$ cat src/rtl/fifo_uart_tx_pkg.sv
// Shared UART definitions: state encodings, line idle level and frame length.
// The transmitter uses them today; a future receiver is meant to reuse them.
package fifo_uart_tx_pkg;

  localparam logic [1:0] ST_IDLE_ENC  = 2'd0;
  localparam logic [1:0] ST_START_ENC = 2'd1;
  localparam logic [1:0] ST_DATA_ENC  = 2'd2;
  localparam logic [1:0] ST_STOP_ENC  = 2'd3;

  typedef enum logic [1:0] {
    ST_IDLE  = ST_IDLE_ENC,
    ST_START = ST_START_ENC,
    ST_DATA  = ST_DATA_ENC,
    ST_STOP  = ST_STOP_ENC
  } uart_state_t;

  localparam logic IDLE_LEVEL = 1'b1;

  // Cycles per frame: start bit + width data bits + stop bit, each period cycles long.
  function automatic int unsigned frame_len(input int unsigned width, input int unsigned period);
    return (width + 2) * period;
  endfunction

endpackage

$ cat src/rtl/fifo_uart_tx_if.sv
// Read side of a fifo: head data and empty flag from the fifo, pop back to it.
// master = the fifo, slave = the consumer draining it.
interface fifo_uart_tx_if #(
  parameter int WIDTH = 8
);
  logic             empty;
  logic [WIDTH-1:0] data;
  logic             pop;

  modport master (output empty, output data, input pop);
  modport slave  (input empty, input data, output pop);
endinterface

$ cat src/rtl/fifo_uart_tx.sv
// Fifo drain stage: pops one entry per frame and sends it as start + data (LSB first) + stop.
// Frames run back-to-back because the pop for the next frame happens on the last stop cycle.
module fifo_uart_tx
  import fifo_uart_tx_pkg::*;
#(
  parameter int WIDTH    = 8,
  parameter int PERIOD_W = 16
) (
  input  logic                i_clk,
  input  logic                i_rst,
  input  logic                i_cg,
  fifo_uart_tx_if.slave       fifo,
  input  logic [PERIOD_W-1:0] i_bitPeriod,
  output logic                o_tx,
  output logic                o_busy,
  output logic                o_frameDone
);

  localparam int BIT_W = (WIDTH > 1) ? $clog2(WIDTH) : 1;

  uart_state_t         state, state_d;
  logic [PERIOD_W-1:0] period_q, period_d;
  logic [PERIOD_W-1:0] cnt_q, cnt_d;
  logic [BIT_W-1:0]    bit_q, bit_d;
  logic [WIDTH-1:0]    shift_q, shift_d;
  logic                tx_d;
  logic                last_cycle;
  logic                pop;

  // period_q is never 0, so the terminal count is always reachable.
  assign last_cycle  = (cnt_q == period_q - PERIOD_W'(1));
  assign pop         = i_rst & i_cg & ~fifo.empty &
                       ((state == ST_IDLE) | ((state == ST_STOP) & last_cycle));
  assign fifo.pop    = pop;
  assign o_busy      = (state != ST_IDLE);
  assign o_frameDone = i_cg & (state == ST_STOP) & last_cycle;

  always_ff @(posedge i_clk or negedge i_rst) begin
    if (!i_rst) begin
      state    <= ST_IDLE;
      period_q <= PERIOD_W'(1);
      cnt_q    <= '0;
      bit_q    <= '0;
      shift_q  <= '0;
      o_tx     <= IDLE_LEVEL;
    end else begin
      state    <= state_d;
      period_q <= period_d;
      cnt_q    <= cnt_d;
      bit_q    <= bit_d;
      shift_q  <= shift_d;
      o_tx     <= tx_d;
    end
  end

  always_comb begin
    state_d  = state;
    period_d = period_q;
    cnt_d    = cnt_q;
    bit_d    = bit_q;
    shift_d  = shift_q;
    tx_d     = o_tx;
    if (i_cg) begin
      cnt_d = last_cycle ? '0 : cnt_q + PERIOD_W'(1);
      unique case (state)
        ST_IDLE: begin
          cnt_d = '0;
          tx_d  = IDLE_LEVEL;
        end
        ST_START: begin
          if (last_cycle) begin
            state_d = ST_DATA;
            tx_d    = shift_q[0];
          end
        end
        ST_DATA: begin
          if (last_cycle) begin
            if (bit_q == BIT_W'(WIDTH - 1)) begin
              state_d = ST_STOP;
              tx_d    = IDLE_LEVEL;
            end else begin
              shift_d = shift_q >> 1;
              bit_d   = bit_q + BIT_W'(1);
              tx_d    = shift_d[0];
            end
          end
        end
        ST_STOP: begin
          if (last_cycle) begin
            state_d = ST_IDLE;
            tx_d    = IDLE_LEVEL;
          end
        end
        default: state_d = ST_IDLE;
      endcase
      // A pop overrides the STOP->IDLE exit so the next start bit follows immediately.
      if (pop) begin
        state_d  = ST_START;
        shift_d  = fifo.data;
        cnt_d    = '0;
        bit_d    = '0;
        period_d = (i_bitPeriod == '0) ? PERIOD_W'(1) : i_bitPeriod;
        tx_d     = ~IDLE_LEVEL;
      end
    end
  end

endmodule

$ cat src/flat_wrapper.sv
// flat-port wrapper written by rule: the top's interface ports become plain ports
module fifo_uart_tx_flat import fifo_uart_tx_pkg::*;
#(
  parameter int WIDTH    = 8,
  parameter int PERIOD_W = 16
)
  (i_clk, i_rst, i_cg, i_bitPeriod, o_tx, o_busy, o_frameDone, fifo_empty, fifo_data, fifo_pop);
  fifo_uart_tx_if #(.WIDTH(WIDTH)) fifo_i ();
  input  logic i_clk;
  input  logic i_rst;
  input  logic i_cg;
  input  logic [PERIOD_W-1:0] i_bitPeriod;
  output logic o_tx;
  output logic o_busy;
  output logic o_frameDone;
  input wire logic [$bits(fifo_i.empty)-1:0] fifo_empty;
  input wire logic [$bits(fifo_i.data)-1:0] fifo_data;
  output wire logic [$bits(fifo_i.pop)-1:0] fifo_pop;
  assign fifo_i.empty = fifo_empty;
  assign fifo_i.data = fifo_data;
  assign fifo_pop = fifo_i.pop;
  fifo_uart_tx #(.WIDTH(WIDTH), .PERIOD_W(PERIOD_W)) u_core (.i_clk(i_clk), .i_rst(i_rst), .i_cg(i_cg), .fifo(fifo_i), .i_bitPeriod(i_bitPeriod), .o_tx(o_tx), .o_busy(o_busy), .o_frameDone(o_frameDone));
endmodule
$ cat config.mk
export PLATFORM = sky130hd
export DESIGN_NAME = fifo_uart_tx_flat
export DESIGN_NICKNAME = d
export VERILOG_FILES = /design/src/rtl/fifo_uart_tx_pkg.sv /design/src/rtl/fifo_uart_tx_if.sv /design/src/rtl/fifo_uart_tx.sv /design/src/flat_wrapper.sv
export SDC_FILE = /design/constraint.sdc
export NUM_CORES = 1
export LEC_CHECK = 0
export BUFFER_PORTS_ARGS = -buffer_cell sky130_fd_sc_hd__buf_2
export CORE_MARGIN = 3
export CORE_UTILIZATION = 50
export DETAILED_ROUTE_END_ITERATION = 8
export PLACE_DENSITY = 0.7
export SYNTH_ARGS = -nofsm -noshare
export SYNTH_HDL_FRONTEND = slang
export SYNTH_SLANG_ARGS = --single-unit
export TNS_END_PERCENT = 100
$ cat constraint.sdc
create_clock -name i_clk -period 6.8 [get_ports i_clk]
set_input_delay 0.34 -clock i_clk [delete_from_list [all_inputs] [get_ports i_clk]]
set_output_delay 0.34 -clock i_clk [all_outputs]
set_load 0.1 [all_outputs]
Yosys cells after proc, flatten, opt, wreduce, memory -nomap -nowiden
Cells that the tools add are included.
{"block": "classes", "addsub": 3, "bitwise": 8, "reduce_logical": 10, "div": 0, "eq_ne": 10, "mux": 24, "multipliers": 0, "magnitude_cmp": 0, "shift": 0}
{"cell": "$mux 16", "count": 4}
{"cell": "$mux 8", "count": 4}
{"cell": "$add 16x1->16 const B", "count": 1}
{"cell": "$eq 16x16->1", "count": 1}
{"cell": "$logic_not 16->1", "count": 1}
{"cell": "$sub 16x1->16 const B", "count": 1}
{"cell": "$mux 3", "count": 4}
{"cell": "$ne 3x2->1 const B", "count": 4}
{"cell": "$mux 2", "count": 5}
{"cell": "$reduce_and 4->1", "count": 2}
{"cell": "$and 1x1->1", "count": 6}
{"cell": "$pmux 2 s3", "count": 1}
{"cell": "$reduce_and 6->1", "count": 1}
{"cell": "$reduce_bool 2->1", "count": 3}
{"cell": "$mux 1", "count": 5}
{"cell": "$eq 2x2->1 const B", "count": 2}
{"cell": "$pmux 1 s4", "count": 1}
{"cell": "$reduce_bool 4->1", "count": 1}
{"cell": "$add 3x1->3 const B", "count": 1}
{"cell": "$eq 3x3->1 const B", "count": 1}
{"cell": "$eq 2x1->1 const B", "count": 1}
{"cell": "$logic_not 2->1", "count": 1}
{"cell": "$ne 2x2->1 const B", "count": 1}
{"cell": "$reduce_and 2->1", "count": 1}
{"cell": "other kinds (2)", "count": 2}
{"block": "totals", "latchBits": 0, "mem_bits_rw": 0, "ff_bits": 46, "romBits": 0, "n_memories": 0, "elab_cells": 61, "inputBits": 28, "output_inout_bits": 4}

Depth between registers and ports, before layout
Gate-level depths: netlist of run 1.
{"block": "depth", "word_depth": 7, "ltp_mapped": 12, "ltp_nobuf": 11}

Least setup slack after synthesis of run 1
Ideal clock, no wire load.
{"block": "synth_path", "kind": "register -> register", "start": "reg u_core.period_q[5]", "end": "reg u_core.period_q[15]", "arrival_ps": 3685, "path_slack_ps": 2989, "synth_period_minus_slack_ps": 3811, "required_time_ps": 6675, "path_buffers": 1, "setup_time_ps": 125, "stages_incl_launch_ff": 11, "path_cell_list": "dfrtp_1 -> buf_6 -> or3_4 -> or4_4 -> a2111oi_4 -> o32ai_1 -> a211oi_4 -> a31o_2 -> nand2_2 -> inv_1 -> mux2_2"}
{"block": "synth_between", "elab_chain_cells": 6}
{"item": "from (decl)", "line_no": "fifo_uart_tx.sv:22", "rtl": "logic [PERIOD_W-1:0] period_q, period_d;"}
{"item": "from (signal assigned)", "line_no": "fifo_uart_tx.sv:48", "rtl": "period_q <= period_d;"}
{"item": "$sub 16x1->16", "line_no": "fifo_uart_tx.sv:31", "rtl": "assign last_cycle = (cnt_q == period_q - PERIOD_W'(1));"}
{"item": "$eq 16x16->1", "line_no": "fifo_uart_tx.sv:31"}
{"item": "$and 1x1->1", "line_no": "fifo_uart_tx.sv:33", "rtl": "((state == ST_IDLE) | ((state == ST_STOP) & last_cycle));"}
{"item": "$or 1x1->1", "line_no": "fifo_uart_tx.sv:33"}
{"item": "$and 1x1->1", "line_no": "fifo_uart_tx.sv:32", "rtl": "assign pop = i_rst & i_cg & ~fifo.empty &"}
{"item": "net fifo_pop", "line_no": "flat_wrapper.sv:18", "rtl": "output wire logic [$bits(fifo_i.pop)-1:0] fifo_pop;"}
{"item": "$reduce_and 2->1 (no line)"}
The timed path passes the listed nets, and every way through them passes these cells.
A chain may end at the register's enable or synchronous reset.

Worst setup path in the final report of run 1
{"block": "layout_path", "start": "reg u_core.period_q[1]", "end": "out fifo_pop"}
{"block": "layout_between", "elab_chain_cells": 5}
{"item": "$sub 16x1->16", "line_no": "fifo_uart_tx.sv:31"}
{"item": "$eq 16x16->1", "line_no": "fifo_uart_tx.sv:31"}
{"item": "$and 1x1->1", "line_no": "fifo_uart_tx.sv:33"}
{"item": "$or 1x1->1", "line_no": "fifo_uart_tx.sv:33"}
{"item": "$and 1x1->1", "line_no": "fifo_uart_tx.sv:32"}
{"item": "to (decl)", "line_no": "flat_wrapper.sv:18"}
Every way passes these cells.

==> results.toml, run 1 <==
[pwr]
total_power_w = 0.00121
comb_power_share = 0.454
power.switching_w = 0.000536
total_leakage_power_nw = 1.48
intPower_w = 0.000675
ir_drop_uv = 193
clkPwrFrac = 0.138
power.density_nw_per_um2 = 372
switching_share = 0.443
power_frac_seq = 0.408

[cells_and_area]
drive_above_1_share = 0.189
fin_nets = 373
num_antenna_cells = 0
area_delta_synth_final_pct = 8.87

[die]
die_x_um = 83.3
ios = 32
rows = 27
core_um2 = 5640
start_util = 0.530
dieArea_um2 = 6940
fp.dieH_um = 83.3

[grt]
grt_pass1_wl_mm = 11.9
antenna_found_initial = 0
grt_max_degree = 50
grt_overflow_total = 0
grt_pass1_vias = 2523
grt_use_total = 0.209

[sta]
fin_crit_ps = 4600
tightestPinTransition_ps = 911
slew_violations = 0
fmax_mhz = 217
rsz0062_at_grt = "no"
relSlewSlack = 0.385
period_share = 0.677
finClkSkew_ps = 10.6
setup_tns_ps = 0
finalHoldViolations = 0
whs_ps = 127
setup-violations-final = 0

[placed_design]
gp_congestion = 0.950
io_buffers = 31
dp_hpwl_mm = 4.99

[critical_path]
worst-path-buf-inv = 3
ff2ff_path_depth = 11
critPathTopFamily = "simple AND/OR/NAND/NOR gates"
worstPathCellList = "inv_1 > ha_1 > or4b_1 > nor4_2 > and4b_1 > a211oi_1 > a211oi_4 > a31o_2 > nand2_2 > inv_1 > buf_2"
path_depth = 11
r2r_slack_ps = 2850
timing.rr.start = "u_core.period_q[1]"
worstPathArrival_ps = 4260
r2r_end = "u_core.period_q[15]"
endpoint = "fifo_pop"
slowest_delay_ps = 590
cp-start-kind = "register"
cpMaxStageDelayCell = "or4b_1"
cpMostUsedCell = "inv_1"
end_kind = "output port"
worstSetupStartpoint = "u_core.period_q[1]"
crit_type = "reg -> out"
required_ps = 6460
critPathMaxFanout = 15

[clocking]
htree_levels = 2
cts.clk_slew.worst_paths_ps = 90
cts_sinks = 46
cts_tree = "built"
numCtsBuffers = 5
post_cts_buffers = 0
clk_latency_ps = 310
ctsResizeCount = 0
ctsLongestPathBuffers = 2
holdBufCountCts = 0
cts_root_buf = "clkbuf_8"

[detailed_routing]
ant_nets = 0
drt_iter0_drc = 147
vias = 2531
post_drt_wl_per_cell_um = 17.0
wirelength_mm = 6.98
first_pass_iters = 4
via_per_inst = 6.17
drc = 0

[hold_path]
hold_class = "in -> async"

[logic_synthesis]
avgSynthCellArea_um2 = 9.62
synth_edf_count = 0
seq_area_frac_synth = 0.386
ys_types = 64
synth_cells = 311
synthArstFlopShare = 1.00
synth_seq_cells = 46
syn_nets = 347
yosys_warnings = 0
mappedNetlistArea_um2 = 2990
synthFlopType = "dfrtp_1"

[outcome]
status = "finished, final reports clean"

[job]
max_cap_viol_count = 0
[Yosys cell counts (2+ instances only)]
master	n	area share
o21ai_0	17	0.028
nor4_1	5	0.010
nor3b_1	10	0.025
a211o_1	3	0.0088
a41oi_1	2	0.0059
nand2_1	25	0.031
nand4_1	11	0.023
buf_6	2	0.0075
a22o_1	2	0.0059
a31oi_1	7	0.015
xnor2_1	12	0.035
a21oi_1	3	0.0050
clkbuf_1	6	0.0075
dfstp_2	2	0.018
nor2b_1	4	0.0084
dfrtp_1	44	0.37
mux2_2	15	0.056
or3_1	4	0.0084
buf_2	5	0.0084
xor2_1	7	0.021
nor4b_1	3	0.0088
o2bb2ai_1	4	0.012
and3_1	9	0.019
nor2_1	9	0.011
nand2b_1	2	0.0042
ha_1	8	0.033
nand3_1	25	0.042
nand3b_1	2	0.0050
and3b_1	2	0.0059
inv_1	7	0.0088
mux2i_1	2	0.0067
nor3_1	10	0.017
a21o_1	11	0.028
[state kept, by name, indices dropped and copies added (netlist names)]
| signal | flops |
|---|---|
| u_core.o_tx | 1 |
| u_core.bit_q | 3 |
| u_core.shift_q | 8 |
| u_core.cnt_q | 16 |
| u_core.state | 2 |
| u_core.period_q | 16 |
[power by group through the flow]
stage          Sequential [W]  Combinational [W]  Clock [W]
2_1_floorplan        0.000468           0.000460          0
3_3_place_gp         0.000493           0.000539          0
3_5_place_dp         0.000497           0.000547          0
4_1_cts              0.000492           0.000550   0.000172
5_1_grt              0.000514           0.000615   0.000182
6_report             0.000493           0.000550   0.000167
[per-layer routing]
layer	vias up	wire length, um	track usage
li1	1225	-	-
met1	1241	3310	0.283
met2	56	3260	0.335
met3	9	296	0.0456
met4	0	115	0.0639
met5	-	0	0
[how the worst min path moves through the flow]
stage	slack, ps	from	depth (start not counted)	to
after global placement	470	u_core.bit_q[2]	2	u_core.bit_q[2]
after global routing	170	i_rst	2	u_core.shift_q[2]
after floorplan	40	i_rst	0	u_core.bit_q[0]
after detailed placement	480	i_rst	2	u_core.shift_q[3]
after CTS	150	i_rst	2	u_core.shift_q[3]
final	130	i_rst	2	u_core.period_q[5]
[layout by cell type (no fill, tap or decap), drive strengths merged, types with 3 or more instances in the layout]
| master | count |
|---|---|
| nor3 | 10 |
| o2bb2ai | 4 |
| buf | 32 |
| nand4 | 11 |
| a21o | 11 |
| dfrtp | 44 |
| a211o | 3 |
| nor3b | 10 |
| mux2 | 16 |
| nor4 | 6 |
| clkinv | 3 |
| nor2b | 4 |
| xor2 | 7 |
| ha | 8 |
| xnor2 | 12 |
| a21oi | 3 |
| nor4b | 3 |
| nand3 | 25 |
| or3 | 5 |
| nand2 | 26 |
| a31oi | 7 |
| nor2 | 9 |
| and3 | 9 |
| clkbuf | 6 |
| o21ai | 17 |
| inv | 7 |
[layout make-up]
type | count | area, um^2
Fill cell | 501 | 2390
Clock buffer | 6 | 72.6
Inverter | 8 | 30.0
Tap cell | 72 | 90.1
Timing Repair Buffer | 32 | 163
Clock inverter | 2 | 10.0
Multi-Input combinational cell | 244 | 1740
Sequential cell | 46 | 1150
[worst reg2reg max path: cells and delay by family (launching register included)]
family	cells	cell delay, ps
mux	1	370
buf+inv	2	410
simple gates	4	1500
flops	1	400
compound gates	3	910
fa+ha+maj	1	260
[per-stage QoR]
stage                     setup WS [ps]  utilization  instance area [um^2]  instances
after floorplan                    2990            -                  2990        311
after global placement             2650        0.562                  3170        402
after detailed placement           2570        0.562                  3170        402
after CTS                          2200        0.577                  3260        410
after global routing               1930        0.577                  3260        410
final                              2200        0.577                  3260        410
[kinds of logic after synthesis]
kind of cell | synth area share
xor+xnor | 0.0556
buf+inv | 0.0335
compound gates | 0.174
flops | 0.386
mux | 0.0669
fa+ha+maj | 0.0335
simple gates | 0.251
No activity file was read; power rests on OpenSTA's default activity.
==> inputs of run 2 (changes only) <==
Settings changed: ABC_AREA from default to 1, PLACE_DENSITY 0.7 to 0.69.
Clock period 6.8 ns to 4.8 ns, I/O delays scaled along.
==> run 2 against run 1 <==
  * Critical path type unchanged
  * Wire length increased by 5.2%
  * Cell count increased by 36%
  * Sequential power increased by 30%
  * Cell area increased by 6.6%
  * Largest power group unchanged
  * Power increased by 54%
  * Core utilization decreased by 0.44 points
  * Sequential cell count unchanged
  * Clock skew decreased by 3.8 ps
  * Setup slack got worse by 790 ps
  * Clock power increased by 50%
  * Non-clock buffer count unchanged
==> results.toml, run 2 <==
[outcome]
status = "finished, final reports clean"

[clocking]
post_cts_buffers = 0
cts_sinks = 46
ctsResizeCount = 0
clk_latency_ps = 300
holdBufCountCts = 0
htree_levels = 2
ctsLongestPathBuffers = 2
cts_tree = "built"
cts.clk_slew.worst_paths_ps = 100
cts_root_buf = "clkbuf_8"
numCtsBuffers = 5

[sta]
tightestPinTransition_ps = 593
finClkSkew_ps = 6.75
setup-violations-final = 0
finalHoldViolations = 0
slew_violations = 0
period_share = 0.706
setup_tns_ps = 0
fin_crit_ps = 3390
relSlewSlack = 0.605
fmax_mhz = 295
rsz0062_at_grt = "no"

[die]
core_um2 = 6060
dieArea_um2 = 7360
rows = 28
start_util = 0.525
die_x_um = 85.8
ios = 32
fp.dieH_um = 85.8

[logic_synthesis]
seq_area_frac_synth = 0.362
synth_most_common_cell = "nand2_1"
mappedNetlistArea_um2 = 3180
ys_types = 40
synth_seq_cells = 46
yosys_warnings = 0
synth_edf_count = 0
synth_cells = 454
synth_area_leaders = "dfrtp_1, nand2_1, inv_1, xor2_1, nor2_1"
synthTopCellsByCount = "nand2_1, dfrtp_1, inv_1"
avgSynthCellArea_um2 = 7.01
yosys.area.top_type = "dfrtp_1"
synthFlopType = "dfrtp_1"
synthArstFlopShare = 1.00
synth.top_cell.area_share = 0.346
syn_nets = 490

[detailed_routing]
post_drt_wl_per_cell_um = 13.1
ant_nets = 0
vias = 2878
wirelength_mm = 7.34
drc = 0
via_per_inst = 5.15
first_pass_iters = 5
drt_iter0_drc = 152

[grt]
grt_pass1_wl_mm = 12.6
antenna_found_initial = 0
grt_use_total = 0.215
grt_pass1_vias = 2726
grt_overflow_total = 0
grt_max_degree = 48

[cells_and_area]
instances_no_fill = 559
final_cell_mix = "nand2_1, dfrtp_1, inv_1"
num_antenna_cells = 0
reg_top3 = "u_core.cnt_q (16), u_core.period_q (16), u_core.shift_q (8)"
layout_commonest_cell = "nand2_1"
drive_above_1_share = 0.143
area_delta_synth_final_pct = 9.00
fin_nets = 519
n_fill_cell = 584

[critical_path]
crit_type = "reg -> out"
r2r_end = "u_core.bit_q[2]"
timing.rr.start = "u_core.period_q[0]"
ff2ff_path_depth = 18
required_ps = 4560
cp-start-kind = "register"
critPathMaxFanout = 33
r2r_slack_ps = 1910
worstPathArrival_ps = 3150
end_kind = "output port"

[pwr]
ir_drop_uv = 434
total_leakage_power_nw = 1.77
power.density_nw_per_um2 = 535

[placed_design]
gp_congestion = 0.902
io_buffers = 31
dp_hpwl_mm = 5.68
placed_cells = 551

[job]
max_cap_viol_count = 0

[hold_path]
hold_class = "in -> async"
[run 2: cell families after synthesis]
family	Yosys count	synth area share
DFF	46	0.362
buffers and inverters	53	0.0715
and+or+nand+nor	277	0.385
AOI/OAI and AO/OA	47	0.0864
xor gates and xnor gates	23	0.0633
adders and majority gates	8	0.0314
[run 2: where the power goes]
group | leakage [nW] | total, W | switching (W) | internal, W
Clock | 0.0447 | 0.000251 | 0.000145 | 0.000105
Sequential | 0.597 | 0.000642 | 0.000128 | 0.000514
Combinational | 1.12 | 0.000965 | 0.000636 | 0.000329
[run 2: stage by stage]
| stage | hold WS, ps | total power, W | utilization | area [um^2] | setup WS, ps |
|---|---|---|---|---|---|
| 2_1_floorplan | -55.6 | 0.00140 | - | 3180 | 827 |
| 3_3_place_gp | 368 | 0.00159 | 0.557 | 3380 | 1830 |
| 3_5_place_dp | 372 | 0.00161 | 0.557 | 3380 | 1750 |
| 4_1_cts | 29.4 | 0.00187 | 0.573 | 3470 | 1390 |
| 5_1_grt | 46.6 | 0.00204 | 0.573 | 3470 | 1100 |
| 6_report | 9.90 | 0.00186 | 0.573 | 3470 | 1410 |
[run 2: cell type report]
cell class / instances / area, um^2 / share of cell area
Multi-Input combinational cell: 355 / 1800 / 0.519
Sequential cell: 46 / 1150 / 0.332
Inverter: 43 / 164 / 0.0472
Timing Repair Buffer: 32 / 163 / 0.0469
Tap cell: 75 / 93.8 / 0.0270
Clock buffer: 5 / 68.8 / 0.0198
Clock inverter: 3 / 25.0 / 0.00721
[run 2: how the worst max path moves through the flow]
stage | start | endpoint | slack (ps) | cells past startpoint
2_1_floorplan | u_core.period_q[0] | o_frameDone | 830 | 12
3_3_place_gp | u_core.period_q[0] | fifo_pop | 1830 | 16
3_5_place_dp | u_core.period_q[0] | fifo_pop | 1750 | 16
4_1_cts | u_core.period_q[0] | fifo_pop | 1390 | 16
5_1_grt | u_core.period_q[0] | fifo_pop | 1100 | 16
6_report | u_core.period_q[0] | fifo_pop | 1410 | 16
[run 2: per-layer routing]
metal / share of wire / up-vias / track usage
met5: 0 / - / 0
li1: - / 1500 / -
met2: 0.49 / 51 / 0.362
met3: 0.043 / 4 / 0.0327
met4: 0.0089 / 0 / 0.0734
met1: 0.46 / 1323 / 0.282
[run 2: critical path, cell delays in order, from the launching register on]
cell and delay [ps]:
dfstp_2 560, inv_1 70, ha_1 230, nand2_1 150, nor2_1 90, nand2_1 90, nand2_1 50, nand3_1 90
nand2_1 60, nor2_1 90, nand2_1 60, nor2_2 110, nand3_2 70, nand2_2 100, nand2_4 190, inv_4 320
buf_2 490
